--- src/rtl/uart_pkg.sv ---
// Shared UART definitions: frame shape, baud divisor helper and receive FSM encoding.
// The transmit path imports the same package so both sides agree on framing.
package uart_pkg;

  localparam int DATA_BITS = 8;
  localparam int STOP_BITS = 1;

  typedef enum logic [2:0] {
    RX_IDLE,
    RX_START,
    RX_DATA,
    RX_STOP,
    RX_BREAK
  } rx_state_e;

  function automatic int clks_per_bit(input int clk_freq, input int baud);
    return clk_freq / baud;
  endfunction

endpackage

--- src/rtl/sync_2ff.sv ---
// Two-flop synchronizer for asynchronous inputs; resets to all ones so an idle-high
// serial line never looks like a start bit coming out of reset.
module sync_2ff #(
  parameter int WIDTH = 1
) (
  input  logic             clk,
  input  logic             rst,
  input  logic [WIDTH-1:0] d,
  output logic [WIDTH-1:0] q
);

  logic [WIDTH-1:0] meta_q;
  logic [WIDTH-1:0] sync_q;

  always_ff @(posedge clk) begin
    if (rst) begin
      meta_q <= '1;
      sync_q <= '1;
    end else begin
      meta_q <= d;
      sync_q <= meta_q;
    end
  end

  assign q = sync_q;

endmodule

--- src/rtl/uart_rx_byte.sv ---
// 8N1 UART receiver: mid-bit sampling, valid/ready byte output, framing-error and
// overrun pulses. A stop bit sampled low parks the FSM until the line goes idle again.
module uart_rx_byte
  import uart_pkg::*;
#(
  parameter int CLK_FREQ     = 27_000_000,
  parameter int BAUD         = 115_200,
  parameter int CLKS_PER_BIT = clks_per_bit(CLK_FREQ, BAUD)
) (
  input  logic       clk,
  input  logic       rst,
  input  logic       uart_rx,
  output logic [7:0] rx_data,
  output logic       rx_valid,
  input  logic       rx_ready,
  output logic       frame_err,
  output logic       overrun
);

  localparam int HALF  = CLKS_PER_BIT / 2;
  localparam int CNT_W = $clog2(CLKS_PER_BIT);
  localparam logic [CNT_W-1:0] CNT_LAST      = CNT_W'(CLKS_PER_BIT - 1);
  localparam logic [CNT_W-1:0] CNT_HALF_LAST = CNT_W'(HALF - 1);
  localparam logic [2:0]       IDX_LAST      = 3'(DATA_BITS - 1);

  logic rx_s;

  sync_2ff #(.WIDTH(1)) u_sync (
    .clk (clk),
    .rst (rst),
    .d   (uart_rx),
    .q   (rx_s)
  );

  rx_state_e             state_q, state_d;
  logic [CNT_W-1:0]      cnt_q, cnt_d;
  logic [2:0]            idx_q, idx_d;
  logic [DATA_BITS-1:0]  shift_q, shift_d;
  logic                  done_q, done_d;
  logic [7:0]            rx_data_q, rx_data_d;
  logic                  rx_valid_q, rx_valid_d;
  logic                  frame_err_q, frame_err_d;
  logic                  overrun_q, overrun_d;

  always_comb begin
    state_d     = state_q;
    cnt_d       = cnt_q;
    idx_d       = idx_q;
    shift_d     = shift_q;
    done_d      = 1'b0;
    rx_data_d   = rx_data_q;
    rx_valid_d  = rx_valid_q;
    frame_err_d = 1'b0;
    overrun_d   = 1'b0;

    case (state_q)
      RX_IDLE: begin
        cnt_d = '0;
        if (!rx_s) state_d = RX_START;
      end
      RX_START: begin
        // Re-check the line at mid start bit so short glitches are rejected.
        if (cnt_q == CNT_HALF_LAST) begin
          cnt_d   = '0;
          idx_d   = '0;
          state_d = rx_s ? RX_IDLE : RX_DATA;
        end else begin
          cnt_d = cnt_q + 1'b1;
        end
      end
      RX_DATA: begin
        if (cnt_q == CNT_LAST) begin
          shift_d[idx_q] = rx_s;
          cnt_d          = '0;
          idx_d          = idx_q + 3'd1;
          if (idx_q == IDX_LAST) state_d = RX_STOP;
        end else begin
          cnt_d = cnt_q + 1'b1;
        end
      end
      RX_STOP: begin
        if (cnt_q == CNT_LAST) begin
          cnt_d = '0;
          if (rx_s) begin
            done_d  = 1'b1;
            state_d = RX_IDLE;
          end else begin
            frame_err_d = 1'b1;
            state_d     = RX_BREAK;
          end
        end else begin
          cnt_d = cnt_q + 1'b1;
        end
      end
      RX_BREAK: begin
        if (rx_s) state_d = RX_IDLE;
      end
      default: state_d = RX_IDLE;
    endcase

    if (rx_valid_q && rx_ready) rx_valid_d = 1'b0;

    // A completed byte may replace the held one only if that one is accepted now.
    if (done_q) begin
      if (!rx_valid_q || rx_ready) begin
        rx_data_d  = shift_q;
        rx_valid_d = 1'b1;
      end else begin
        overrun_d = 1'b1;
      end
    end
  end

  always_ff @(posedge clk) begin
    if (rst) begin
      state_q     <= RX_IDLE;
      cnt_q       <= '0;
      idx_q       <= '0;
      shift_q     <= '0;
      done_q      <= 1'b0;
      rx_data_q   <= '0;
      rx_valid_q  <= 1'b0;
      frame_err_q <= 1'b0;
      overrun_q   <= 1'b0;
    end else begin
      state_q     <= state_d;
      cnt_q       <= cnt_d;
      idx_q       <= idx_d;
      shift_q     <= shift_d;
      done_q      <= done_d;
      rx_data_q   <= rx_data_d;
      rx_valid_q  <= rx_valid_d;
      frame_err_q <= frame_err_d;
      overrun_q   <= overrun_d;
    end
  end

  assign rx_data   = rx_data_q;
  assign rx_valid  = rx_valid_q;
  assign frame_err = frame_err_q;
  assign overrun   = overrun_q;

endmodule

--- config.mk ---
export PLATFORM = sky130hd
export DESIGN_NAME = uart_rx_byte
export DESIGN_NICKNAME = d
export VERILOG_FILES = /design/src/rtl/uart_pkg.sv /design/src/rtl/sync_2ff.sv /design/src/rtl/uart_rx_byte.sv
export SDC_FILE = /design/constraint.sdc
export NUM_CORES = 1
export LEC_CHECK = 0
export CORE_MARGIN = 4
export CORE_UTILIZATION = 52
export DETAILED_ROUTE_END_ITERATION = 6
export PLACE_DENSITY = 0.8
export SYNTH_ARGS = -nofsm -noshare
export SYNTH_HDL_FRONTEND = slang
export SYNTH_SLANG_ARGS = --single-unit
--- constraint.sdc ---
create_clock -name clk -period 2.2 [get_ports clk]
set_input_delay 0.33 -clock clk [delete_from_list [all_inputs] [get_ports clk]]
set_output_delay 0.33 -clock clk [all_outputs]
set_load 0.02 [all_outputs]
==> impl_metrics.yaml <==
run_status:
  outcome: "complete, no violations"
synthesis:
  synth_cells: 178
  ys.warnings.count: 0
  ys_ff_latch: 36
  yosys_most_used_dff: "sky130_fd_sc_hd__dfxtp_1"
  post-synth-top-area-cell: "sky130_fd_sc_hd__dfxtp_1"
  syn-num-nets: 187
  synth_sequential_area_ratio_pct: 43.3
  synth.distinct_cells: 43
  postSynthAreaPerCell_um2: 9.35
  yosysTopAreaCellShare_pct: 43.3
  mappedNetlistArea_mm2: 0.00166
  synth_area_leaders: "sky130_fd_sc_hd__dfxtp_1, sky130_fd_sc_hd__mux2i_1, sky130_fd_sc_hd__ha_1"
  synth_edf_count: 0
  synthArstFlopShare_pct: 0
sta:
  skew_ns: 0.00480
  fin_crit_ns: 1.87
  fin_setup_tns_ns: 0
  tightest_slew_ns: 0.616
  timing.max_slew.rel_slack_pct: 58.8
  unrepaired_setup_endpoints_after_global_routing: "false"
  final_max_slew_violation_count: 0
  fmax_mhz: 536
  tcrit_tclk_final_pct: 84.8
  finalSetupViolCount: 0
  timing.final.hold_violations: 0
placed_design:
  hpwlAfterDp_um: 2490
  numPlacedInstances: 231
  placed_cell_area_mm2: 0.00185
  port_buffers: 14
  place_congestion: 0.888
setup_path:
  cp_slowest_cell: "sky130_fd_sc_hd__a21oi_1"
  r2r_cells: 6
  critical_path.max_stage_delay_ns: 0.47
  worst_setup_path_end_kind: "flop"
  timing.setup.critical_path_class: "flop to flop"
  cp_num_cells: 6
  critical_path.cell_chain: "inv_1, ha_1, and4b_1, a21oi_1, nor2_2, a211oi_1"
  worst-endpoint-arrival_ns: 2.13
  critical_path_required_ns: 2.46
  path_max_fanout: 6
  kind_of_cell_adding_the_most_delay_to_the_critical_path: "compound AO/OA/AOI/OAI gates"
  critical_path.n_buffers_inverters: 1
  timing.critical_path.from_type: "flop"
global_route:
  wire_length_of_the_first_global_routing_pass_um: 6000
  antenna_found_initial: 0
  maximum_number_of_pins_on_one_net_before_global_route_repair: 26
  grtUsageTotal_pct: 18.6
  first_global_vias: 1281
  grt_overflow_total: 0
floorplanning:
  dieWidth_um: 64.6
  boundaryPins: 15
  rows: 20
  initial_utilization_pct: 54.5
  dieArea_mm2: 0.00417
  fp.dieH_um: 64.6
  placeableCoreArea_mm2: 0.00305
route:
  avgViaCountPerCell: 5.54
  drc_errors: 0
  detail_route.first_pass.iterations: 4
  detail-route-antenna-nets: 0
  via_count: 1324
  detail_route.wl_per_cell_um: 14.0
  wirelength_um: 3360
  drt-initial-drc-count: 40
clocking:
  cts_hold_bufs: 0
  post_cts_buffers: 0
  htree_levels: 2
  post_cts.resized_instances: 0
  cts.sinks: 36
  clock_slew_at_reported_path_ffs_ns: 0.10
  tritoncts: "done"
  worst_skew_pair.late_latency_ns: 0.35
  cts.path.max_buffers: 2
  clock_root_buffer: "sky130_fd_sc_hd__clkbuf_4"
  number_of_cts_inserted_buffers: 5
cells_and_area:
  final_design_area_no_fill_mm2: 0.00192
  multiInputGateArea_um2: 893
  fill_cells: 268
  layout-drive-gt1-share_pct: 8.72
  area.growth.synth_to_final_pct: 15.6
  register_area_um2: 721
  most_common_library_cell_in_the_layout_ignoring_fill_and_taps: "sky130_fd_sc_hd__dfxtp_1"
  fin_nets: 203
  most-common-layout-cells: "sky130_fd_sc_hd__dfxtp_1, sky130_fd_sc_hd__mux2i_1, sky130_fd_sc_hd__nor2_1, sky130_fd_sc_hd__clkdlybuf4s50_1, sky130_fd_sc_hd__a21oi_1"
  n_diodes: 0
  final_cells: 239
pwr:
  leakage_nw: 0.725
  post-layout-total-power_mw: 1.16
  vdd_drop_max_mv: 0.424
  power-per-cell-area_mw_per_mm2: 603
min_path:
  hold_path_class: "flop to flop"
  worstHoldPathCells: 1
flow_run:
  max-cap-violations: 0
## worst reg2reg max path, delay by kind of cell, from the launching register on
family | cells | cell delay, ns
compound gates | 2 | 0.75
fa+ha+maj | 1 | 0.18
buf+inv | 1 | 0.09
flops | 1 | 0.42
simple gates | 2 | 0.35
## cells in the mapped netlist, types with 2 or more instances
cell                       number
sky130_fd_sc_hd__nor2_1        14
sky130_fd_sc_hd__or3b_1         3
sky130_fd_sc_hd__nand3_1        7
sky130_fd_sc_hd__xor2_1         2
sky130_fd_sc_hd__nor3_1         9
sky130_fd_sc_hd__nand2b_1       9
sky130_fd_sc_hd__nor2b_1        4
sky130_fd_sc_hd__buf_1          2
sky130_fd_sc_hd__inv_1          6
sky130_fd_sc_hd__a211oi_1       5
sky130_fd_sc_hd__or3_1          2
sky130_fd_sc_hd__or2_2          2
sky130_fd_sc_hd__dfxtp_1       36
sky130_fd_sc_hd__a31oi_1        2
sky130_fd_sc_hd__mux2i_1       15
sky130_fd_sc_hd__and2_1         4
sky130_fd_sc_hd__nand4_1        3
sky130_fd_sc_hd__ha_1           5
sky130_fd_sc_hd__clkbuf_1       4
sky130_fd_sc_hd__o211ai_1       4
sky130_fd_sc_hd__o22ai_1        3
sky130_fd_sc_hd__nor3b_1        2
sky130_fd_sc_hd__nand2_1        6
sky130_fd_sc_hd__a21oi_1       10
## flip-flops by register name, indices dropped and copies added (netlist names)
name	flops
cnt_q	8
done_q	1
frame_err	1
idx_q	3
overrun	1
rx_data	8
rx_valid	1
shift_q	8
state_q	3
u_sync.meta_q	1
u_sync.q	1
## kinds of logic after synthesis
family                     Yosys count  share of synthesized area (%)
adders and majority gates            5                           3.76
buffers and inverters               13                           3.01
and+or+nand+nor                     76                           27.1
DFF                                 36                           43.3
xor gates and xnor gates             3                           1.58
AOI/OAI and AO/OA                   30                           12.3
muxes                               15                           9.02
## layer usage
metal | part of all wire, % | wire length, um | global-route usage [%]
met5 | 0 | 0 | 0
met4 | 2.0 | 66 | 7.92
met3 | 4.0 | 134 | 5.72
met2 | 50 | 1670 | 30.0
met1 | 44 | 1480 | 22.9
## power breakdown
group	internal, mW	switching [mW]
Clock	0.238	0.225
Sequential	0.655	0.00462
Combinational	0.0170	0.0195
## area by class of cell
type,instances,share of cell area (%)
Timing Repair Buffer,16,8.07
Clock buffer,6,2.15
Multi-Input combinational cell,129,46.5
Inverter,6,1.17
Tap cell,44,2.86
Clock inverter,2,1.82
Sequential cell,36,37.5
## worst paths after layout
path / slack (ns) / startpoint / endpoint
setup / recovery: 0.33 / cnt_q[1] / cnt_q[5]
hold / removal: 0.42 / u_sync.meta_q / u_sync.q
setup reg to reg: 0.33 / cnt_q[1] / cnt_q[5]
hold reg to reg: 0.42 / u_sync.meta_q / u_sync.q
## per-stage QoR
stage                     util [%]  setup WS (ns)  hold slack (ns)
after floorplan                  -          0.612            0.389
after global placement        60.5          0.535            0.395
after detailed placement      60.5          0.376            0.398
after CTS                     63.0          0.364            0.420
after global routing          63.0          0.164            0.457
final                         63.0          0.333            0.424
Note: power is estimated with default switching activity, not from simulation.
